==> src/rtl/dpi_ctx_pkg.sv <==
// dpi_ctx_pkg: shared FSM states, parameter defaults and the drain-counter width helper.
package dpi_ctx_pkg;
  typedef enum logic [1:0] {IDLE, ACTIVE, DRAIN, COMMIT} ctx_state_e;
  localparam int STATE_W_DEF = 11;
  localparam int STREAM_W_DEF = 6;
  localparam int COUNT_W_DEF = 16;
  localparam int DFA_LAT_DEF = 1;
  function automatic int drain_w(input int lat);
    return $clog2(lat + 2);
  endfunction
endpackage

==> src/rtl/dpi_ctx_ram.sv <==
// dpi_ctx_ram: per-stream DFA state store with valid bits, flush and commit-to-restore bypass.
module dpi_ctx_ram
  import dpi_ctx_pkg::*;
#(
  parameter int STATE_W = STATE_W_DEF,
  parameter int STREAM_W = STREAM_W_DEF
) (
  input  logic                clk,
  input  logic                rst_n,
  input  logic [STREAM_W-1:0] rd_id,
  output logic [STATE_W-1:0]  rd_data,
  input  logic                wr_en,
  input  logic [STREAM_W-1:0] wr_id,
  input  logic [STATE_W-1:0]  wr_data,
  input  logic                flush_vld,
  input  logic [STREAM_W-1:0] flush_id
);
  logic [STATE_W-1:0] mem [2**STREAM_W];
  logic [2**STREAM_W-1:0] valid;
  always_ff @(posedge clk)
    if (wr_en) mem[wr_id] <= wr_data;
  // flush is applied after the commit write so it wins on a collision
  always_ff @(posedge clk)
    if (!rst_n) valid <= '0;
    else begin
      if (wr_en) valid[wr_id] <= 1'b1;
      if (flush_vld) valid[flush_id] <= 1'b0;
    end
  always_comb
    rd_data = (flush_vld && flush_id == rd_id) ? '0 :
              (wr_en && wr_id == rd_id) ? wr_data :
              valid[rd_id] ? mem[rd_id] : '0;
endmodule

==> src/rtl/dpi_regex_ctx_mgr.sv <==
// dpi_regex_ctx_mgr: per-stream DFA context save/restore with packet FSM, match flag and count.
module dpi_regex_ctx_mgr
  import dpi_ctx_pkg::*;
#(
  parameter int STATE_W = STATE_W_DEF,
  parameter int STREAM_W = STREAM_W_DEF,
  parameter int COUNT_W = COUNT_W_DEF,
  parameter int DFA_LAT = DFA_LAT_DEF
) (
  input  logic                clk,
  input  logic                rst_n,
  input  logic                pkt_sop,
  input  logic [STREAM_W-1:0] stream_id,
  input  logic                enable,
  input  logic [7:0]          char_in,
  input  logic                char_in_vld,
  input  logic                pkt_eop,
  output logic                in_rdy,
  input  logic                flush_vld,
  input  logic [STREAM_W-1:0] flush_id,
  input  logic                clr_count,
  output logic [7:0]          dfa_char,
  output logic                dfa_char_vld,
  output logic [STATE_W-1:0]  dfa_state_in,
  output logic                dfa_state_in_vld,
  input  logic [STATE_W-1:0]  dfa_state_out,
  input  logic                dfa_accept,
  output logic                fired,
  output logic                pkt_done,
  output logic [COUNT_W-1:0]  count
);
  localparam int DW = drain_w(DFA_LAT);
  ctx_state_e st;
  logic [DW-1:0] drain;
  logic [STREAM_W-1:0] sid;
  logic en, accept_r, sop_ok, act, wr_en, drain_done;
  logic [STATE_W-1:0] state_r, rd_data;
  always_comb begin
    in_rdy = st == IDLE || st == COMMIT;
    sop_ok = pkt_sop && in_rdy;
    act = st == ACTIVE;
    wr_en = st == COMMIT && en;
    drain_done = st == DRAIN && drain == DW'(1);
  end
  dpi_ctx_ram #(.STATE_W(STATE_W), .STREAM_W(STREAM_W)) u_ram (
    .clk(clk), .rst_n(rst_n), .rd_id(stream_id), .rd_data(rd_data),
    .wr_en(wr_en), .wr_id(sid), .wr_data(state_r),
    .flush_vld(flush_vld), .flush_id(flush_id)
  );
  always_ff @(posedge clk)
    if (!rst_n) begin
      st <= IDLE;
      drain <= '0;
      sid <= '0;
      en <= 1'b0;
      state_r <= '0;
      accept_r <= 1'b0;
      dfa_char <= '0;
      dfa_char_vld <= 1'b0;
      dfa_state_in <= '0;
      dfa_state_in_vld <= 1'b0;
      fired <= 1'b0;
      pkt_done <= 1'b0;
      count <= '0;
    end else begin
      state_r <= dfa_state_out;
      accept_r <= dfa_accept;
      dfa_char_vld <= act && char_in_vld;
      dfa_char <= (act && char_in_vld) ? char_in : '0;
      dfa_state_in_vld <= sop_ok;
      if (sop_ok) begin
        dfa_state_in <= rd_data;
        sid <= stream_id;
        en <= enable;
      end
      pkt_done <= drain_done;
      // the commit-cycle accept is still in accept_r, so it counts alongside fired
      fired <= (sop_ok || (st == COMMIT && !en)) ? 1'b0 : fired || (accept_r && st != IDLE);
      count <= clr_count ? '0 : (wr_en && (fired || accept_r) && !(&count)) ? count + 1'b1 : count;
      case (st)
        IDLE: if (sop_ok) st <= ACTIVE;
        ACTIVE: if (pkt_eop) begin
          st <= DRAIN;
          drain <= DW'(DFA_LAT + 1);
        end
        DRAIN: begin
          drain <= drain - 1'b1;
          if (drain_done) st <= COMMIT;
        end
        default: st <= sop_ok ? ACTIVE : IDLE;
      endcase
    end
endmodule
==> config.mk <==
export PLATFORM = sky130hd
export DESIGN_NAME = dpi_regex_ctx_mgr
export DESIGN_NICKNAME = d
export VERILOG_FILES = /design/src/rtl/dpi_ctx_pkg.sv /design/src/rtl/dpi_ctx_ram.sv /design/src/rtl/dpi_regex_ctx_mgr.sv
export SDC_FILE = /design/constraint.sdc
export NUM_CORES = 1
export LEC_CHECK = 0
export ABC_AREA = 1
export CAP_MARGIN = 0
export CELL_PAD_IN_SITES_DETAIL_PLACEMENT = 0
export CELL_PAD_IN_SITES_GLOBAL_PLACEMENT = 1
export CORE_ASPECT_RATIO = 1.1
export CORE_MARGIN = 1.5
export CORE_UTILIZATION = 45
export DETAILED_ROUTE_END_ITERATION = 16
export GPL_TIMING_DRIVEN = 0
export PLACE_DENSITY_LB_ADDON = 0.1
export REMOVE_ABC_BUFFERS = 1
export SLEW_MARGIN = 15
export SYNTH_ARGS = -nofsm -noshare
export SYNTH_HDL_FRONTEND = slang
export SYNTH_HIERARCHICAL = 1
export SYNTH_SLANG_ARGS = --single-unit
==> constraint.sdc <==
create_clock -name clk -period 2.9 [get_ports clk]
set_input_delay 0.58 -clock clk [delete_from_list [all_inputs] [get_ports clk]]
set_output_delay 0.58 -clock clk [all_outputs]
set_load 0.005 [all_outputs]
Word level (Yosys, flattened, before mapping)

Memory sizes are Yosys's and may differ from the RTL's.
Cells that the tools add are included.

Register bits: 126
Memories: 1
Word-level logic and storage cells: 82
Bits in writable memories: 704
Bits of input ports: 40

Eq/ne operators: 9
Muxes and demuxes: 20
Bitwise operators: 4
$add $sub $neg: 2
Reduce and logical (&&, ||, !) cells: 27
Magnitude comparators: 5

Memories:

| name      | depth | bits a word | rd ports | clocked after Yosys merged registers in | wr ports | line              | RTL |
|---|---|---|---|---|---|---|---|
| u_ram.mem | 64    | 11          | 1        | 0                                       | 1        | dpi_ctx_ram.sv:18 | `logic [STATE_W-1:0] mem [2**STREAM_W];` |

Operators by type and width:

| kind                                                 | number |
|---|---|
| 2-to-1 mux 64 bit                                    | 3 |
| AND 64 bit                                           | 1 |
| NOT 64 bit                                           | 1 |
| OR 64 bit                                            | 1 |
| 2-to-1 mux 11 bit                                    | 3 |
| < comparator 6 x 7 -> 1 bit (second input constant)  | 3 |
| adder 16 x 1 -> 16 bit (second input constant)       | 1 |
| AND reduction 16 bit                                 | 1 |
| demux 1 bit (select 6 bit)                           | 2 |
| == test 6 bit                                        | 2 |
| >= comparator 6 x 1 -> 1 bit (second input constant) | 2 |
| logical AND 1 bit                                    | 12 |
| binary-select mux 1 bit (select 6 bit)               | 1 |
| 2-to-1 mux 1 bit                                     | 6 |
| 2-to-1 mux 2 bit                                     | 3 |
| inequality test 2 bit (second input constant)        | 3 |
| one-hot mux 2 bit (3 select lines)                   | 1 |
| == test 2 x 1 -> 1 bit (second input constant)       | 2 |
| == test 2 bit (second input constant)                | 2 |
| logical OR 1 bit                                     | 4 |
| one-hot mux 2 bit (2 select lines)                   | 1 |
| AND reduction 2 bit                                  | 2 |
| nonzero test 2 bit                                   | 2 |
| OR reduction 2 bit                                   | 2 |
| other kinds (5)                                      | 6 |

Depth between registers and ports, before layout

Depth after elaboration: 9
Depth in mapped cells: 16

Hierarchy

Netlist, hierarchy kept.

Modules (own cells, without submodules):

| module            | cells an instance | area each (um^2) | times used |
|---|---|---|---|
| dpi_ctx_ram       | 2852              | 32035.7          | 1 |
| dpi_regex_ctx_mgr | 344               | 2571.2           | 1 |

Least setup slack after synthesis

Ideal clock, no wire load.

Path type: register -> register
Start: register st[0]
End: memory u_ram/mem[55][0] in the netlist's numbering (enable)
Clock period less this slack: 2114 ps
Stages on the path, launching flop included: 9
Arrival time: 1735 ps
Required time: 2520 ps
Slack: 786 ps
Path buffers: 1
Setup time: 380 ps
Cells stage by stage: dfxtp_1 > ha_1 > nand2_1 > inv_1 > inv_1 > clkbuf_1 > nor3_1 > inv_1 > nor2_1

Longest elaborated chain between the ends: 4

Ends and longest elaborated chain:

| element                                | line                    | RTL |
|---|---|---|
| start: declaration                     | dpi_regex_ctx_mgr.sv:33 | `ctx_state_e st;` |
| start signal: assignment               | dpi_regex_ctx_mgr.sv:90 | `default: st <= sop_ok ? ACTIVE : IDLE;` |
| == test 2 bit                          | dpi_regex_ctx_mgr.sv:42 | `wr_en = st == COMMIT && en;` |
| logical AND 1 bit                      | dpi_regex_ctx_mgr.sv:42 |  |
| named net wr_en                        | dpi_regex_ctx_mgr.sv:36 | `logic en, accept_r, sop_ok, act, wr_en, drain_done;` |
| 2-to-1 mux 1 bit                       | dpi_ctx_ram.sv:21       | `if (wr_en) mem[wr_id] <= wr_data;` |
| 2-to-1 mux 1 bit (implied by the code) | dpi_ctx_ram.sv:21       |  |
| end: declaration                       | dpi_ctx_ram.sv:18       |  |

The timed path passes the listed nets, and every way through them passes these cells.

Worst setup path after layout

Start: input stream_id[0]
End: register dfa_state_in[0]

Longest elaborated chain between the ends: 5

Ends and longest elaborated chain:

| element                                | line                    | RTL |
|---|---|---|
| start: declaration                     | dpi_regex_ctx_mgr.sv:13 | `input logic [STREAM_W-1:0] stream_id,` |
| binary-select mux 1 bit (select 6 bit) | dpi_ctx_ram.sv:32       | `valid[rd_id] ? mem[rd_id] : '0;` |
| 2-to-1 mux 1 bit (implied by the code) | dpi_ctx_ram.sv:32       |  |
| 2-to-1 mux 11 bit                      | dpi_ctx_ram.sv:32       |  |
| 2-to-1 mux 11 bit                      | dpi_ctx_ram.sv:31       | `(wr_en && wr_id == rd_id) ? wr_data :` |
| 2-to-1 mux 11 bit (*)                  | dpi_ctx_ram.sv:30       | `rd_data = (flush_vld && flush_id == rd_id) ? '0 :` |
| named net rd_data[0]                   | dpi_regex_ctx_mgr.sv:37 | `logic [STATE_W-1:0] state_r, rd_data;` |
| end signal: assignment                 | dpi_regex_ctx_mgr.sv:72 | `dfa_state_in <= rd_data;` |
| end: declaration                       | dpi_regex_ctx_mgr.sv:24 | `output logic [STATE_W-1:0] dfa_state_in,` |

The timed path passes the listed nets; every way through them passes the cells marked *. The select of a mux whose other input is x is not followed.
A chain may end at the register's enable or synchronous reset.

==> run metrics <==
status=complete, no violations; hold_buf cts=0; DP Wirelength=55100 µm; WS Path Type=input pin to flip-flop; switching power=6.17 mW; register area share after synthesis=68.4%; fin crit period=2740 ps; average vias per placed instance=5.66; Placed Instance Area=36200 µm²; final wirelength=105000 µm; cell internal pwr=19.8 mW; Vias=24.4k; final hold violation count=0; Power Dens Cells=655 nW/µm²; worst-skew pair later-pin latency=640 ps; Max Clk Rate=364 MHz; critical path's slowest cell=a21oi_4; Critical path origin=stream_id[0]; Port Buf Inserts=79; fin crit share=94.6%; Hold WC Path Type=input pin to flip-flop; Synth area leader=edfxtp_1; Finished Layout Cells=4311; die area=78600 µm²; Setup crit end kind=flip-flop; initial antenna violation count=1; clock tree buffer depth=3; # Max-Cap Violations=0; P_leak=14.3 nW; most frequent cells in the layout=nand2_1, edfxtp_1, nand3_1, dfxtp_1, clkbuf_16; DRT Pass-1 Iters=6; Sink Count=830; Reg power frac=51.1%; Starting Density=45.5%; post-placement cell count=4132; First DRT Iteration DRCs=2477; synth top area cells=edfxtp_1, nand2_1, nand3_1; Worst Tran Pin Value=962 ps; Setup Viol. Count Final=0; Cells after Synth=3196; FF-to-FF Start=st[0]; CP dominant cell by count=nand2_1; DRC=0; count of cell types in the netlist=38; max_slew headroom=35.8%; Die H=294 µm; drt wl/cell=24.3 µm; CP Max Fanout=39; CP arrival=3320 ps; Tot GR Track Use=26.0%; io pins=80; site row count=106; critical path buffer and inverter count=6; layout cells sized above 1=10.4%; vias in the first global route=23.1k; sequence of cells on the critical path=buf_16, buf_16, buf_16, clkinv_16, buf_16, buf_16, nand2_1, nand3_1, nand3_1, nand2_1, nand2_1, nand3_1, nand3_1, nand2_1, nand3_1, a21oi_4, nand2_1, nand2_1; area of the core=76100 µm²; gpl congestion=0.883; Nets=3260; synth warn=6; first-pass GRT wire length=149000 µm; synthesized area=34600 µm²; HP Start=rst_n; Final ANT Viol Nets=0; RSZ-0062 raised after global routing=false; cell area after layout=39600 µm²; pin count of the biggest net entering global routing=102; Comb power frac=8.0%; Die W=267 µm; peak supply drop=0.370 mV; CTS Root Cell=clkbuf_16; top cell type's share of synthesized area=61.1%; Worst Path Required=3480 ps; Clk network pwr share=40.8%; Reg clk slew, reported paths=60 ps; type of origin of the critical path=input pin; Mapped Avg Cell Area=10.8 µm²; Num CTS Buffers=85; GRT Residual Overflow=0; CTS H-Tree Depth=3; Yosys reg bits=830; commonest non-fill, non-tap cell in the layout=nand2_1; final slew viol count=0; fill count=6661; CTS tree=yes; Top delay family on crit path=simple AND/OR/NAND/NOR gates; Layout area overhead=14.4%; biggest cell delay along the critical path=270 ps; Core Util, Final=52.0%; Switching Fraction=23.8%; Clock Skew=17.9 ps; TNS Setup=0 ps
==> power by group through the flow <==
stage	Clock (mW)	Combinational [mW]	Sequential [mW]
floorplan	0	0.931	13.4
detailed placement	0	1.88	13.5
global route	11.2	2.24	13.3
CTS	10.8	1.99	13.3
global placement	0	1.99	13.5
finish	10.6	2.08	13.3
==> Yosys cell counts <==
master,count
nand2_1,1085
edfxtp_1,704
nand3_1,700
nor2_1,140
dfxtp_1,126
buf_2,91
inv_1,84
o221a_2,64
buf_4,53
a21oi_1,26
clkbuf_1,25
nor3_1,17
buf_6,10
buf_1,9
o21ai_0,9
ha_1,7
nand2_2,7
inv_2,5
nor2_2,5
nor2_4,5
o22ai_1,3
nand3_2,2
nand4_1,2
nor4b_1,2
o21ai_1,2
a211oi_1,1
a221oi_1,1
a221oi_2,1
and3_1,1
clkinv_2,1
inv_6,1
nand4_4,1
nor2_8,1
nor4_1,1
nor4_2,1
o2111ai_1,1
o211ai_1,1
xnor2_1,1
==> flip-flops by register name (all words and copies together), names as in the netlist <==
register / count
accept_r: 1
count: 16
dfa_char: 8
dfa_char_vld: 1
dfa_state_in: 11
dfa_state_in_vld: 1
drain: 2
en: 1
fired: 1
pkt_done: 1
sid: 6
st: 2
state_r: 11
u_ram/mem: 704
u_ram/valid: 64
==> metal layers <==
layer | track usage [%] | vias to the layer above | share of wire (%)
li1 | - | 11200 | -
met5 | 0 | - | 0
met2 | 42.2 | 983 | 47
met4 | 8.57 | 0 | 2.8
met3 | 4.61 | 149 | 8.1
met1 | 35.4 | 12100 | 42
==> stage by stage <==
step	setup slack (ps)	hold slack, ps	total power, mW
3_3_place_gp	-22510	446	15.5
4_1_cts	7.51	293	26.0
5_1_grt	27.7	330	26.8
2_1_floorplan	-372	428	14.3
6_report	156	323	25.9
3_5_place_dp	-2150	464	15.4
==> path summary, 6_finish.rpt <==
check / depth (start not counted) / end / slack [ps]
setup reg to reg: 8 / u_ram/mem[26][5] / 160
hold / removal: 3 / state_r[8] / 320
setup / recovery: 18 / dfa_state_in[0] / 160
hold reg to reg: 1 / drain[0] / 470
==> worst min-delay path, cell delays in order <==
cell     delay [ps]
buf_4           210
nand2_1          90
inv_1            30
==> cells by family (layout without fill, tap and decap cells) <==
kind of cell | after synthesis | in the layout | synth area share, %
AO/OA/AOI/OAI | 109 | 109 | 2.81
XOR/XNOR | 1 | 1 | 0.0253
adder cells (fa/ha/maj) | 7 | 7 | 0.253
buffers and inverters | 279 | 365 | 4.17
flip-flops | 830 | 830 | 68.4
other | 0 | 3 | 0
AND/OR/NAND/NOR | 1970 | 1970 | 24.4
==> area by class of cell <==
type	instances	area [µm²]	area share (%)
Inverter	91	393	0.992
Clock buffer	116	2350	5.92
Multi-Input combinational cell	2087	9760	24.6
Timing Repair Buffer	118	1780	4.49
Antenna cell	3	7.51	0.0190
Sequential cell	830	23700	59.9
Tap cell	1026	1280	3.24
Clock inverter	40	335	0.847
==> timing repair <==
item,in CTS,in global routing
resized for setup,47,12
pin swaps,1,3
setup buffers,1,2
endpoints found under the setup margin,201,23
cloned,9,8
(Power assumes the default switching activity.)
